===== config.mk =====
export PLATFORM = sky130hd
export DESIGN_NAME = dmem_arbiter_flat
export DESIGN_NICKNAME = d
export VERILOG_FILES = /design/src/rtl/dmem_arbiter_pkg.sv /design/src/rtl/dmem_arbiter_if.sv /design/src/rtl/dmem_arbiter_rr_arb2.sv /design/src/rtl/dmem_arbiter.sv /design/src/flat_wrapper.sv
export SDC_FILE = /design/constraint.sdc
export NUM_CORES = 1
export LEC_CHECK = 0
export BUFFER_PORTS_ARGS = -buffer_cell sky130_fd_sc_hd__buf_2
export CAP_MARGIN = 25
export CORE_AREA = 2 2 98 100
export CTS_BUF_LIST = sky130_fd_sc_hd__clkbuf_4 sky130_fd_sc_hd__clkbuf_8
export CTS_CLUSTER_DIAMETER = 100
export DETAILED_ROUTE_END_ITERATION = 8
export DIE_AREA = 0 0 100 102
export HOLD_SLACK_MARGIN = 0.02
export MAX_ROUTING_LAYER = met4
export PLACE_DENSITY = 0.74
export SLEW_MARGIN = 40
export SYNTH_ARGS = -nofsm -noshare
export SYNTH_HDL_FRONTEND = slang
export SYNTH_SLANG_ARGS = --single-unit

===== constraint.sdc =====
create_clock -name clk -period 2.1 [get_ports clk]
set_input_delay 0.42 -clock clk [delete_from_list [all_inputs] [get_ports clk]]
set_output_delay 0.42 -clock clk [all_outputs]
set_load 0.005 [all_outputs]

===== src/rtl/dmem_arbiter_pkg.sv =====
// Shared types and encodings for the two-port data-memory arbiter.
package dmem_pkg;

    localparam int ADDR_W = 12;
    localparam int DATA_W = 32;

    typedef enum logic {
        IDLE    = 1'b0,
        RD_WAIT = 1'b1
    } state_t;

    // store_type encodings (11 is passed through; memory ignores it)
    localparam logic [1:0] ST_SB   = 2'b00;
    localparam logic [1:0] ST_SH   = 2'b01;
    localparam logic [1:0] ST_SW   = 2'b10;
    localparam logic [1:0] ST_NONE = 2'b11;

    // load_type encodings
    localparam logic [2:0] LT_LB  = 3'b000;
    localparam logic [2:0] LT_LH  = 3'b001;
    localparam logic [2:0] LT_LW  = 3'b010;
    localparam logic [2:0] LT_LBU = 3'b011;
    localparam logic [2:0] LT_LHU = 3'b100;

endpackage


===== src/rtl/dmem_arbiter_if.sv =====
// Requester ports (p0 = core MEM stage, p1 = loader/debug) and memory command bus.
interface dmem_arbiter_if;
    import dmem_pkg::*;

    logic              p0_req;
    logic              p0_we;
    logic [1:0]        p0_store_type;
    logic [2:0]        p0_load_type;
    logic [ADDR_W-1:0] p0_addr;
    logic [DATA_W-1:0] p0_wdata;
    logic              p0_ready;
    logic              p0_rvalid;
    logic [DATA_W-1:0] p0_rdata;

    logic              p1_req;
    logic              p1_we;
    logic [1:0]        p1_store_type;
    logic [2:0]        p1_load_type;
    logic [ADDR_W-1:0] p1_addr;
    logic [DATA_W-1:0] p1_wdata;
    logic              p1_ready;
    logic              p1_rvalid;
    logic [DATA_W-1:0] p1_rdata;

    logic              mem_write;
    logic [1:0]        mem_store_type;
    logic [2:0]        mem_load_type;
    logic [ADDR_W-1:0] mem_addr;
    logic [DATA_W-1:0] mem_wdata;
    logic [DATA_W-1:0] mem_rdata;

    // arbiter side
    modport slave (
        input  p0_req, p0_we, p0_store_type, p0_load_type, p0_addr, p0_wdata,
        output p0_ready, p0_rvalid, p0_rdata,
        input  p1_req, p1_we, p1_store_type, p1_load_type, p1_addr, p1_wdata,
        output p1_ready, p1_rvalid, p1_rdata,
        output mem_write, mem_store_type, mem_load_type, mem_addr, mem_wdata,
        input  mem_rdata
    );

    // requesters plus memory side
    modport master (
        output p0_req, p0_we, p0_store_type, p0_load_type, p0_addr, p0_wdata,
        input  p0_ready, p0_rvalid, p0_rdata,
        output p1_req, p1_we, p1_store_type, p1_load_type, p1_addr, p1_wdata,
        input  p1_ready, p1_rvalid, p1_rdata,
        input  mem_write, mem_store_type, mem_load_type, mem_addr, mem_wdata,
        output mem_rdata
    );

endinterface


===== src/rtl/dmem_arbiter_rr_arb2.sv =====
// Two-way picker: round-robin on ties, or fixed priority (port 0) when ROUND_ROBIN=0.
module rr_arb2 #(
    parameter int ROUND_ROBIN = 1
) (
    input  logic       clk,
    input  logic       rst_n,
    input  logic [1:0] i_req,
    input  logic       i_en,
    output logic [1:0] o_gnt
);

    logic r_last;   // 1 = port 1 was granted last

    // single requester always wins; a tie goes to the port not granted last
    always_comb begin
        o_gnt = 2'b00;
        if (i_en) begin
            if (i_req == 2'b11)
                o_gnt = ((ROUND_ROBIN != 0) && !r_last) ? 2'b10 : 2'b01;
            else
                o_gnt = i_req;
        end
    end

    // remember the latest winner; reset value lets port 0 take the first tie
    always_ff @(posedge clk or negedge rst_n) begin
        if (!rst_n)
            r_last <= 1'b1;
        else if (|o_gnt)
            r_last <= o_gnt[1];
    end

endmodule


===== src/rtl/dmem_arbiter.sv =====
// Two-port data-memory arbiter: stores complete in one cycle, loads hold the
// bus for one extra cycle while the memory returns the extended read word.
module dmem_arbiter
    import dmem_pkg::*;
#(
    parameter int ROUND_ROBIN = 1
) (
    input  logic           clk,
    input  logic           rst_n,
    dmem_arbiter_if.slave  bus,
    output logic           busy
);

    state_t            r_state;
    state_t            w_next;
    logic              r_id;
    logic [ADDR_W-1:0] r_addr;
    logic [2:0]        r_lt;

    logic [1:0]        w_gnt;
    logic              w_any;
    logic              w_en;
    logic              w_we;
    logic [1:0]        w_st;
    logic [2:0]        w_lt;
    logic [ADDR_W-1:0] w_addr;
    logic [DATA_W-1:0] w_wdata;
    logic              w_load_acc;

    // arbitration only in IDLE and never while reset is held
    assign w_en = (r_state == IDLE) && rst_n;

    rr_arb2 #(.ROUND_ROBIN(ROUND_ROBIN)) u_arb (
        .clk   (clk),
        .rst_n (rst_n),
        .i_req ({bus.p1_req, bus.p0_req}),
        .i_en  (w_en),
        .o_gnt (w_gnt)
    );

    assign w_any      = |w_gnt;
    assign w_we       = w_gnt[1] ? bus.p1_we         : bus.p0_we;
    assign w_st       = w_gnt[1] ? bus.p1_store_type : bus.p0_store_type;
    assign w_lt       = w_gnt[1] ? bus.p1_load_type  : bus.p0_load_type;
    assign w_addr     = w_gnt[1] ? bus.p1_addr       : bus.p0_addr;
    assign w_wdata    = w_gnt[1] ? bus.p1_wdata      : bus.p0_wdata;
    assign w_load_acc = w_any && !w_we;

    // state register; reset aborts any load in flight
    always_ff @(posedge clk or negedge rst_n) begin
        if (!rst_n)
            r_state <= IDLE;
        else
            r_state <= w_next;
    end

    // next state: an accepted load parks us in RD_WAIT for exactly one cycle
    always_comb begin
        w_next = r_state;
        case (r_state)
            IDLE:    if (w_load_acc) w_next = RD_WAIT;
            RD_WAIT: w_next = IDLE;
            default: w_next = IDLE;
        endcase
    end

    // capture owner and read command so the memory sees it again in RD_WAIT
    always_ff @(posedge clk or negedge rst_n) begin
        if (!rst_n) begin
            r_id   <= 1'b0;
            r_addr <= '0;
            r_lt   <= 3'b000;
        end else if (w_load_acc) begin
            r_id   <= w_gnt[1];
            r_addr <= w_addr;
            r_lt   <= w_lt;
        end
    end

    // outputs: pass winner straight through in IDLE, return read data in RD_WAIT
    always_comb begin
        bus.mem_write      = 1'b0;
        bus.mem_addr       = '0;
        bus.mem_store_type = ST_SW;
        bus.mem_load_type  = LT_LW;
        bus.mem_wdata      = '0;
        bus.p0_ready       = 1'b0;
        bus.p1_ready       = 1'b0;
        bus.p0_rvalid      = 1'b0;
        bus.p1_rvalid      = 1'b0;
        bus.p0_rdata       = '0;
        bus.p1_rdata       = '0;
        busy               = 1'b0;
        case (r_state)
            IDLE: begin
                if (w_any) begin
                    bus.p0_ready       = w_gnt[0];
                    bus.p1_ready       = w_gnt[1];
                    bus.mem_write      = w_we;
                    bus.mem_addr       = w_addr;
                    bus.mem_store_type = w_st;
                    bus.mem_load_type  = w_lt;
                    bus.mem_wdata      = w_wdata;
                end
            end
            RD_WAIT: begin
                busy              = 1'b1;
                bus.mem_addr      = r_addr;
                bus.mem_load_type = r_lt;
                if (r_id) begin
                    bus.p1_rvalid = 1'b1;
                    bus.p1_rdata  = bus.mem_rdata;
                end else begin
                    bus.p0_rvalid = 1'b1;
                    bus.p0_rdata  = bus.mem_rdata;
                end
            end
            default: ;
        endcase
    end

endmodule


===== src/flat_wrapper.sv =====
// flat-port wrapper written by rule: the top's interface ports become plain ports
module dmem_arbiter_flat import dmem_pkg::*;
#(
    parameter int ROUND_ROBIN = 1
)
  (clk, rst_n, busy, bus_p0_req, bus_p0_we, bus_p0_store_type, bus_p0_load_type, bus_p0_addr, bus_p0_wdata, bus_p0_ready, bus_p0_rvalid, bus_p0_rdata, bus_p1_req, bus_p1_we, bus_p1_store_type, bus_p1_load_type, bus_p1_addr, bus_p1_wdata, bus_p1_ready, bus_p1_rvalid, bus_p1_rdata, bus_mem_write, bus_mem_store_type, bus_mem_load_type, bus_mem_addr, bus_mem_wdata, bus_mem_rdata);
  dmem_arbiter_if bus_i ();
  input  logic clk;
  input  logic rst_n;
  output logic busy;
  input wire logic [$bits(bus_i.p0_req)-1:0] bus_p0_req;
  input wire logic [$bits(bus_i.p0_we)-1:0] bus_p0_we;
  input wire logic [$bits(bus_i.p0_store_type)-1:0] bus_p0_store_type;
  input wire logic [$bits(bus_i.p0_load_type)-1:0] bus_p0_load_type;
  input wire logic [$bits(bus_i.p0_addr)-1:0] bus_p0_addr;
  input wire logic [$bits(bus_i.p0_wdata)-1:0] bus_p0_wdata;
  output wire logic [$bits(bus_i.p0_ready)-1:0] bus_p0_ready;
  output wire logic [$bits(bus_i.p0_rvalid)-1:0] bus_p0_rvalid;
  output wire logic [$bits(bus_i.p0_rdata)-1:0] bus_p0_rdata;
  input wire logic [$bits(bus_i.p1_req)-1:0] bus_p1_req;
  input wire logic [$bits(bus_i.p1_we)-1:0] bus_p1_we;
  input wire logic [$bits(bus_i.p1_store_type)-1:0] bus_p1_store_type;
  input wire logic [$bits(bus_i.p1_load_type)-1:0] bus_p1_load_type;
  input wire logic [$bits(bus_i.p1_addr)-1:0] bus_p1_addr;
  input wire logic [$bits(bus_i.p1_wdata)-1:0] bus_p1_wdata;
  output wire logic [$bits(bus_i.p1_ready)-1:0] bus_p1_ready;
  output wire logic [$bits(bus_i.p1_rvalid)-1:0] bus_p1_rvalid;
  output wire logic [$bits(bus_i.p1_rdata)-1:0] bus_p1_rdata;
  output wire logic [$bits(bus_i.mem_write)-1:0] bus_mem_write;
  output wire logic [$bits(bus_i.mem_store_type)-1:0] bus_mem_store_type;
  output wire logic [$bits(bus_i.mem_load_type)-1:0] bus_mem_load_type;
  output wire logic [$bits(bus_i.mem_addr)-1:0] bus_mem_addr;
  output wire logic [$bits(bus_i.mem_wdata)-1:0] bus_mem_wdata;
  input wire logic [$bits(bus_i.mem_rdata)-1:0] bus_mem_rdata;
  assign bus_i.p0_req = bus_p0_req;
  assign bus_i.p0_we = bus_p0_we;
  assign bus_i.p0_store_type = bus_p0_store_type;
  assign bus_i.p0_load_type = bus_p0_load_type;
  assign bus_i.p0_addr = bus_p0_addr;
  assign bus_i.p0_wdata = bus_p0_wdata;
  assign bus_p0_ready = bus_i.p0_ready;
  assign bus_p0_rvalid = bus_i.p0_rvalid;
  assign bus_p0_rdata = bus_i.p0_rdata;
  assign bus_i.p1_req = bus_p1_req;
  assign bus_i.p1_we = bus_p1_we;
  assign bus_i.p1_store_type = bus_p1_store_type;
  assign bus_i.p1_load_type = bus_p1_load_type;
  assign bus_i.p1_addr = bus_p1_addr;
  assign bus_i.p1_wdata = bus_p1_wdata;
  assign bus_p1_ready = bus_i.p1_ready;
  assign bus_p1_rvalid = bus_i.p1_rvalid;
  assign bus_p1_rdata = bus_i.p1_rdata;
  assign bus_mem_write = bus_i.mem_write;
  assign bus_mem_store_type = bus_i.mem_store_type;
  assign bus_mem_load_type = bus_i.mem_load_type;
  assign bus_mem_addr = bus_i.mem_addr;
  assign bus_mem_wdata = bus_i.mem_wdata;
  assign bus_i.mem_rdata = bus_mem_rdata;
  dmem_arbiter #(.ROUND_ROBIN(ROUND_ROBIN)) u_core (.clk(clk), .rst_n(rst_n), .bus(bus_i), .busy(busy));
endmodule

==> results.yml, run 1 <==
synthesis:
  synth_top_cells_by_count: "nand3_1, clkbuf_1, a21oi_1, o21ai_0, and2_1"
  syn-num-nets: 511
  syn_area_sq_mm: 0.00244
  ys_seq_area_share_pct: 18.5
  synth_cell_types: 26
  synth.avg_cell_area_sq_um: 6.52
  synth_cells: 375
  synth-async-reset-ratio_pct: 100
  synthTopCellsByArea: "dfrtp_1, nand3_1, and2_1"
  synth-seq-cells: 18
  synth_edf_count: 0
  synth_area_leader_cell: "dfrtp_1"
  synthFlopType: "dfrtp_1"
  ys_warn_count: 0
  synth_top_area_share_pct: 17.4
  synth_most_common_cell: "nand3_1"
power:
  power_leakage_nw: 2.46
  combPwrFrac_pct: 62.7
  power.switching_mw: 0.924
  switching_share_pct: 43.6
  pwr-share-clk_pct: 13.2
  powerDensity_mw_per_mm2: 454
  seqPwrFrac_pct: 24.1
  internal-power_mw: 1.19
  vdd_ir_drop_max_mv: 0.240
  p_total_mw: 2.12
floorplan:
  die_h_microns: 102
  die_w_microns: 100
  boundaryPins: 255
  core_area_sq_mm: 0.00911
  dieArea_sq_mm: 0.0102
  initial_core_util_pct: 26.8
  rows: 35
finish:
  fin_area_sq_mm: 0.00467
  fin_nets: 759
  syn2layout_area_growth_pct: 91.0
  final_layout_size_suffix_gt1_share_pct: 60.1
  seq_area_sq_um: 453
  multi_input_area_sq_mm: 0.00209
  fin_util_pct: 51.2
  fill_cells: 868
grt:
  antenna_found_initial: 1
  grt_pass1_vias: 3463
  grt_max_degree: 50
  grt.total_usage_pct: 23.1
  overflow: 0
  grt_pass1_wl_microns: 18400
timing:
  clock-skew-final_ps: 5.18
  finalCriticalPeriod_ps: 2170
  tightest_slew_ps: 690
  tns_ps: -619
  fin_ws_ps: -67.0
  setup_viol: 33
  rsz0062_at_grt: "yes"
  max_slew_margin_pct: 54.0
  hold_viol: 0
  post-route-period-util_pct: 103
  max_freq_mhz: 461
  slew_violations: 0
detailed_routing:
  finalWirelength_microns: 13400
  drt_drc_violations_left: 0
  vias: 4020
  wire_per_inst_microns: 18.2
  drtAntennaViolNets: 0
  firstDrtPassIters: 5
  avgViaCountPerCell: 5.48
  first_iter_violations: 210
cts:
  cts_root_buf: "clkbuf_8"
  cts_tree: "built"
  cts_buffers: 3
  path_clk_slew_ps: 70
  clockBufferDepth: 2
  ctsHoldBuffers: 0
  clock_latency_ps: 260
  numClockSinks: 18
  htreeDepth: 1
outcome:
  violations: "setup timing"
  status: "finished, violations left"
critical_path:
  endpoint_kind: "output port"
  critPathKind: "reg -> out"
  cp_max_fo: 5
  critPathArrivalTime_ps: 1750
  crit_required_ps: 1680
  critPathSlowestCell: "dfrtp_2"
  cpPeakStageDelay_ps: 450
  start_kind: "flop"
  path_cells: "and3b_4 -> buf_12 -> clkbuf_16 -> nand3_1 -> a21oi_1 -> buf_2"
placement:
  gp_congestion: 0.825
  dpl_cell_area_sq_mm: 0.00385
  dp_slack_ps: -45.2
  io_buffers: 254
  hpwlAfterDp_microns: 8780
worst_hold_path:
  hp-class: "in -> async"
job:
  max_cap_viol_count: 0
[flip-flops by register name, summed over array words and instances (netlist names)]
name	count
u_core.r_addr	12
u_core.r_lt	3
u_core.r_id	1
u_core.r_state	1
u_core.u_arb.r_last	1
[cells in the final DEF (no fill, tap or decap), drive strengths merged]
| cell | synthesis | final |
|---|---|---|
| buf | 6 | 289 |
| nand3 | 49 | 49 |
| o21ai | 36 | 37 |
| a21oi | 35 | 35 |
| and2 | 34 | 34 |
| and3 | 32 | 32 |
| inv | 30 | 30 |
| nor4 | 30 | 30 |
| nand2 | 17 | 17 |
| dfrtp | 17 | 17 |
| a311oi | 15 | 15 |
| o311ai | 14 | 14 |
| clkbuf | 44 | 7 |
| nand3b | 3 | 3 |
| or3 | 3 | 3 |
| nor2b | 3 | 3 |
| nor2 | 3 | 3 |
| diode | 0 | 1 |
| and3b | 1 | 1 |
| o311a | 1 | 1 |
| a21boi | 1 | 1 |
| dfstp | 1 | 1 |
[metal layers]
layer | track usage (%) | part of all wire [%] | up-vias
met5 | - | 0 | -
li1 | - | - | 1873
met3 | 2.19 | 6.6 | 12
met1 | 30.0 | 43 | 1939
met4 | 3.69 | 0.87 | 0
met2 | 40.0 | 49 | 196
[per-stage QoR]
stage	std cells	hold WS, ps
2_1_floorplan	375	124
3_3_place_gp	711	396
3_5_place_dp	711	407
4_1_cts	725	134
5_1_grt	734	141
6_report	734	142
[repair_timing]
action                                 CTS  global route
cloned                                   3             3
endpoints found under the hold margin    0             0
pin swaps                                8            30
resized for setup                       50            69
setup buffers                            7             5
setup endpoints to repair               84            82
[critical path: cells and delay by family (launching register included)]
| kind | cells | cell delay (ps) |
|---|---|---|
| simple gates | 2 | 460 |
| compound gates | 1 | 150 |
| flops | 1 | 450 |
| buf+inv | 3 | 410 |
[logic make-up after synthesis]
| kind of cell | synth area share, % |
|---|---|
| flip-flops | 18.5 |
| AO/OA/AOI/OAI | 27.7 |
| buffers and inverters | 13.3 |
| AND/OR/NAND/NOR | 40.5 |
[final timing paths]
check,to,cells past startpoint,slack (ps),startpoint
setup / recovery,bus_mem_wdata[14],6,-70,u_core.r_state$_DFF_PN0_
hold / removal,u_core.u_arb.r_last$_DFFE_PN1P_,1,140,rst_n
setup reg to reg,u_core.r_addr[10]$_DFFE_PN0P_,6,140,u_core.r_state$_DFF_PN0_
min in group clk,u_core.r_addr[5]$_DFFE_PN0P_,3,520,bus_p0_addr[5]
hold reg to reg,u_core.r_addr[8]$_DFFE_PN0P_,2,550,u_core.r_addr[8]$_DFFE_PN0P_
max in group asynchronous,u_core.r_state$_DFF_PN0_,2,1670,rst_n
[power groups by stage]
| stage | Clock, mW | Combinational [mW] | Sequential (mW) |
|---|---|---|---|
| after detailed placement | 0 | 1.04 | 0.505 |
| after global placement | 0 | 1.01 | 0.500 |
| after floorplan | 0 | 0.558 | 0.495 |
| final | 0.280 | 1.33 | 0.511 |
| after global routing | 0.299 | 1.43 | 0.522 |
| after CTS | 0.282 | 1.15 | 0.506 |
[layout make-up]
type,instances,area share (%)
well taps,111,2.98
repair buffers,292,39.1
multi-input cells,278,44.7
flip-flops and latches,18,9.70
diodes,1,0.0536
inverters,30,2.41
clock buffers,4,1.05
Power figures use the tool's default switching activity.
==> run 2, diff against run 1 <==
Settings changed: ABC_AREA set to 1, PLACE_DENSITY 0.74 to 0.71.
==> run 2 against run 1 <==
Net effect: the flow now finishes without violations; via count fell by 17%; core utilization fell by 8.5 points; global-route usage fell by 6.9 points; sequential share of layout area rose by 1.9 points; register-to-register slack improved by 300 ps; worst setup slack improved by 96 ps; first-iteration DRC count fell by 64%; sequential cell count did not move; cell area fell by 17%; highest routed layer unchanged.
==> results.yml, run 2 <==
synthesis:
  synth_cells: 411
  synth_top_area_share_pct: 22.6
  synth.avg_cell_area_sq_um: 5.30
  synth_top_cells_by_count: "nor2_1, nand2_1, inv_1, o21ai_1"
  synthFlopType: "dfrtp_1"
  synth_most_common_cell: "nor2_1"
  synth-async-reset-ratio_pct: 100
  syn_area_sq_mm: 0.00218
  syn-num-nets: 547
  ys_warn_count: 0
  synth_area_leader_cell: "nor2_1"
  synth-seq-cells: 18
  synth_cell_types: 24
  synth_edf_count: 0
  ys_seq_area_share_pct: 20.7
  synthTopCellsByArea: "nor2_1, nand2_1, dfrtp_1"
detailed_routing:
  first_iter_violations: 75
  finalWirelength_microns: 9180
  avgViaCountPerCell: 4.24
  vias: 3321
  drtAntennaViolNets: 0
  wire_per_inst_microns: 11.7
  firstDrtPassIters: 4
  drt_drc_violations_left: 0
cts:
  htreeDepth: 1
  clock_latency_ps: 250
  numClockSinks: 18
  cts_tree: "built"
  clockBufferDepth: 2
  cts_root_buf: "clkbuf_8"
  cts_buffers: 3
  path_clk_slew_ps: 60
job:
  max_cap_viol_count: 0
timing:
  max_slew_margin_pct: 79.2
  clock-skew-final_ps: 1.49
  max_freq_mhz: 483
  fin_hold_ws_ps: 170
  tightest_slew_ps: 312
  setup_viol: 0
  slew_violations: 0
  hold_viol: 0
  rsz0062_at_grt: "yes"
  post-route-period-util_pct: 98.6
  finalCriticalPeriod_ps: 2070
grt:
  grt_pass1_vias: 2853
  overflow: 0
  grt.total_usage_pct: 16.3
  grt_pass1_wl_microns: 13400
  antenna_found_initial: 1
  grt_max_degree: 34
worst_hold_path:
  hp-class: "in -> async"
floorplan:
  core_area_sq_mm: 0.00911
  boundaryPins: 255
  die_h_microns: 102
  die_w_microns: 100
  dieArea_sq_mm: 0.0102
  initial_core_util_pct: 23.9
  rows: 35
finish:
  final_layout_size_suffix_gt1_share_pct: 47.3
  fin_area_sq_mm: 0.00389
  layout_commonest_cell: "buf_2"
  final_cell_mix: "buf_2, nor2_1, nand2_1"
  fin_nets: 809
  syn2layout_area_growth_pct: 78.5
  top_regs: "u_core.r_addr: 12 flops, u_core.r_lt: 3 flops"
  largest_reg_flops: 12
  fin_util_pct: 42.7
  top_register: "u_core.r_addr"
placement:
  io_buffers: 254
  hpwlAfterDp_microns: 7140
  dpl_cell_area_sq_mm: 0.00357
  gp_congestion: 0.792
critical_path:
  crit_required_ps: 1680
  critPathKind: "reg -> out"
  endpoint_kind: "output port"
  r2r_setup_slack_ps: 440
  start_kind: "flop"
  cp_max_fo: 4
  critPathArrivalTime_ps: 1650
power:
  vdd_ir_drop_max_mv: 0.292
  power_leakage_nw: 2.64
  powerDensity_mw_per_mm2: 428
outcome:
  status: "finished clean"
run 2: cells by family after synthesis:
family / Yosys count / synth area share (%)
AND/OR/NAND/NOR: 284 / 53.4
flip-flops: 18 / 20.7
buffers and inverters: 70 / 16.6
AO/OA/AOI/OAI: 39 / 9.30
run 2: layer usage:
layer  share of wire, %  GRT usage (%)  vias to the layer above
met5                  0              -                        -
met4               0.72           2.63                        0
met3                7.9           2.94                        6
met2                 50           29.7                      145
met1                 41           19.0                     1407
li1                   -              -                     1763
run 2: worst max-delay path: stages (launching register included):
cell	delay [ps]
dfrtp_2	460
inv_2	100
nand2_4	60
buf_4	130
buf_4	120
o21bai_1	150
nand2_2	90
a21oi_1	140
buf_2	150
run 2: per-stage QoR:
step	setup slack, ps	power (mW)	setup TNS [ps]	instances
5_1_grt	-66.2	1.81	-638	784
6_report	29.0	1.67	0	784
2_1_floorplan	406	0.924	0	411
4_1_cts	5.50	1.59	0	769
3_5_place_dp	41.3	1.30	0	764
3_3_place_gp	70.5	1.30	0	764
run 2: final timing paths:
kind / start / endpoint / cells past startpoint
min in group clk: u_core.r_addr[11]$_DFFE_PN0P_ / u_core.r_addr[11]$_DFFE_PN0P_ / 2
min reg2reg: u_core.r_addr[11]$_DFFE_PN0P_ / u_core.r_addr[11]$_DFFE_PN0P_ / 2
max reg2reg: u_core.r_state$_DFF_PN0_ / u_core.r_id$_DFFE_PN0P_ / 8
max in group asynchronous: rst_n / u_core.r_addr[11]$_DFFE_PN0P_ / 2
max: u_core.r_state$_DFF_PN0_ / bus_mem_write / 8
min: rst_n / u_core.r_addr[3]$_DFFE_PN0P_ / 2
run 2: cell type report:
| cell class | count | area [sq um] |
|---|---|---|
| antenna | 1 | 2.50 |
| inverter | 42 | 158 |
| clock buffer | 4 | 55.1 |
| timing repair buffer | 285 | 1640 |
| sequential | 18 | 453 |
| fill | 979 | 5220 |
| multi-input combinational | 323 | 1440 |
| tap | 111 | 139 |
run 2: where the power goes:
part	switching [mW]	total, mW	internal [mW]
registers	0.0507	0.482	0.431
clock network	0.107	0.274	0.166
logic	0.475	0.912	0.437
run 2: repair_timing:
item,4_1_cts,5_1_grt
hold buffers,1,0
pin swaps,1,16
buffers inserted,0,11
hold endpoints to repair,3,0
gates resized for setup,1,36
endpoints found under the setup margin,31,48
cloned,0,3
==> run 3, diff against run 2 <==
Settings changed: CELL_PAD_IN_SITES_DETAIL_PLACEMENT set to 2, CELL_PAD_IN_SITES_GLOBAL_PLACEMENT set to 2, CORE_AREA 2 2 98 100 to unset, CORE_MARGIN set to 1, CORE_UTILIZATION set to 13, CTS_CLUSTER_SIZE set to 10, DIE_AREA 0 0 100 102 to unset, PLACE_DENSITY 0.71 to 0.9.
Clock period 2.1 ns to 2.3 ns, I/O delays scaled along.
==> run 3 against run 2 <==
Net effect: cell area is 0.84% higher; routed wire length is 41% higher; register-to-register slack better by 230 ps; critical path depth is 1 higher; largest cell class unchanged; via count is 6.7% higher; die area is 69% higher; highest routed layer unchanged; first-iteration DRC count is 29% lower; clock skew is 0.52 ps lower; largest power group unchanged; cell count is 13% higher.
==> results.yml, run 3 (same netlist as run 2, synthesis figures left out) <==
power:
  switching_share_pct: 40.5
  powerDensity_mw_per_mm2: 398
  power_leakage_nw: 2.60
  combPwrFrac_pct: 54.5
  pwr-share-clk_pct: 17.7
  p_total_mw: 1.56
  internal-power_mw: 0.931
  seqPwrFrac_pct: 27.8
  vdd_ir_drop_max_mv: 0.208
  power.switching_mw: 0.633
placement:
  dpl_cell_area_sq_mm: 0.00370
  gp_congestion: 0.797
  io_buffers: 254
  dp_slack_ps: 138
  hpwlAfterDp_microns: 10400
  place_inst: 871
finish:
  fill_cells: 2067
  top_regs: "u_core.r_addr: 12 flops, u_core.r_lt: 3 flops"
  fin_nets: 804
  final_cell_mix: "buf_2, nor2_1, nand2_1"
  top_register: "u_core.r_addr"
  fin_area_sq_mm: 0.00392
  layout_commonest_cell: "buf_2"
  fin_cells: 884
  syn2layout_area_growth_pct: 80.0
  largest_reg_flops: 12
  final_layout_size_suffix_gt1_share_pct: 45.0
timing:
  setup_viol: 0
  tightest_slew_ps: 336
  max_slew_margin_pct: 77.6
  clock-skew-final_ps: 0.967
  hold_viol: 0
  fin_ws_ps: 115
  post-route-period-util_pct: 95.0
  rsz0062_at_grt: "yes"
  finalCriticalPeriod_ps: 2180
  max_freq_mhz: 458
  slew_violations: 0
cts:
  path_clk_slew_ps: 80
  cts_root_buf: "clkbuf_8"
  cts_buffers: 3
  clock_latency_ps: 260
  clockBufferDepth: 2
  numClockSinks: 18
  cts_tree: "built"
  htreeDepth: 1
grt:
  grt_max_degree: 45
  grt.total_usage_pct: 14.8
  antenna_found_initial: 1
  grt_pass1_vias: 3844
  overflow: 0
  grt_pass1_wl_microns: 20000
floorplan:
  die_w_microns: 131
  core_area_sq_mm: 0.0161
  rows: 46
  dieArea_sq_mm: 0.0173
  boundaryPins: 255
  initial_core_util_pct: 13.5
  die_h_microns: 131
detailed_routing:
  wire_per_inst_microns: 14.6
  firstDrtPassIters: 4
  first_iter_violations: 53
  avgViaCountPerCell: 4.01
  drtAntennaViolNets: 0
  drt_drc_violations_left: 0
  finalWirelength_microns: 12900
  vias: 3543
critical_path:
  critPathKind: "reg -> out"
  endpoint_kind: "output port"
  cp_max_fo: 10
  start_kind: "flop"
  critPathArrivalTime_ps: 1720
  crit_required_ps: 1840
job:
  max_cap_viol_count: 0
worst_hold_path:
  hp-class: "in -> async"
outcome:
  status: "finished clean"
-- run 3: changes by cell type in the layout (fill, tap and decap cells not counted), sizes merged --
cell,before,now
buf,281,276
bufbuf,0,1
dlygate4sd3,1,0
-- run 3: critical path, cell delays in order, from the launching register on --
cell and delay [ps]:
dfstp_2 550, nand2_2 80, buf_4 160, nand3_4 140, buf_8 160, nand2_1 60
nand2_1 80, nand2_1 50, nand2_1 60, buf_2 120
-- run 3: power by group through the flow --
stage / Combinational (mW) / Sequential (mW) / Clock (mW)
6_report: 0.852 / 0.435 / 0.277
5_1_grt: 0.962 / 0.443 / 0.306
4_1_cts: 0.831 / 0.435 / 0.286
3_5_place_dp: 0.811 / 0.442 / 0
3_3_place_gp: 0.776 / 0.438 / 0
2_1_floorplan: 0.416 / 0.428 / 0
-- run 3: layout make-up --
cell class                 count  area (sq um)  share of cell area, %
timing repair buffer         280          1610                   40.9
multi-input combinational    323          1380                   35.2
sequential                    18           453                   11.5
tap                          216           270                   6.89
inverter                      42           158                   4.02
clock buffer                   4          55.1                   1.40
antenna                        1          2.50                 0.0638
-- run 3: final timing paths --
| path | start | to | slack [ps] | cells after the start |
|---|---|---|---|---|
| setup / recovery | u_core.u_arb.r_last$_DFFE_PN1P_ | bus_mem_addr[10] | 120 | 9 |
| hold / removal | rst_n | u_core.r_state$_DFF_PN0_ | 170 | 2 |
| setup reg to reg | u_core.r_state$_DFF_PN0_ | u_core.r_addr[10]$_DFFE_PN0P_ | 670 | 7 |
| hold reg to reg | u_core.r_addr[3]$_DFFE_PN0P_ | u_core.r_addr[3]$_DFFE_PN0P_ | 480 | 2 |
| max in group asynchronous | rst_n | u_core.u_arb.r_last$_DFFE_PN1P_ | 1890 | 2 |
| min in group clk | u_core.r_addr[3]$_DFFE_PN0P_ | u_core.r_addr[3]$_DFFE_PN0P_ | 480 | 2 |
-- run 3: per-layer routing --
layer  share of wire, %  track usage [%]  up-vias  wire length [microns]
li1                   -                -     1751                      -
met1                 39             15.2     1650                   5070
met2                 54             28.6      132                   6920
met3                6.2             3.59       10                    805
met4               0.96             2.13        0                    124
met5                  0                -        -                      0
-- run 3: timing repair --
item,4_1_cts,5_1_grt
gates cloned,1,3
endpoints found under the setup margin,6,30
setup buffers,1,3
pin swaps,0,2
hold buffers,0,0
resized for setup,1,7
-- run 3: per-stage QoR --
stage | hold slack (ps) | setup TNS, ps | utilization [%]
after global placement | 435 | 0 | 23.0
after global routing | 180 | -10.7 | 24.3
final | 174 | 0 | 24.3
after detailed placement | 468 | 0 | 23.0
after floorplan | 164 | 0 | -
after CTS | 175 | 0 | 23.6
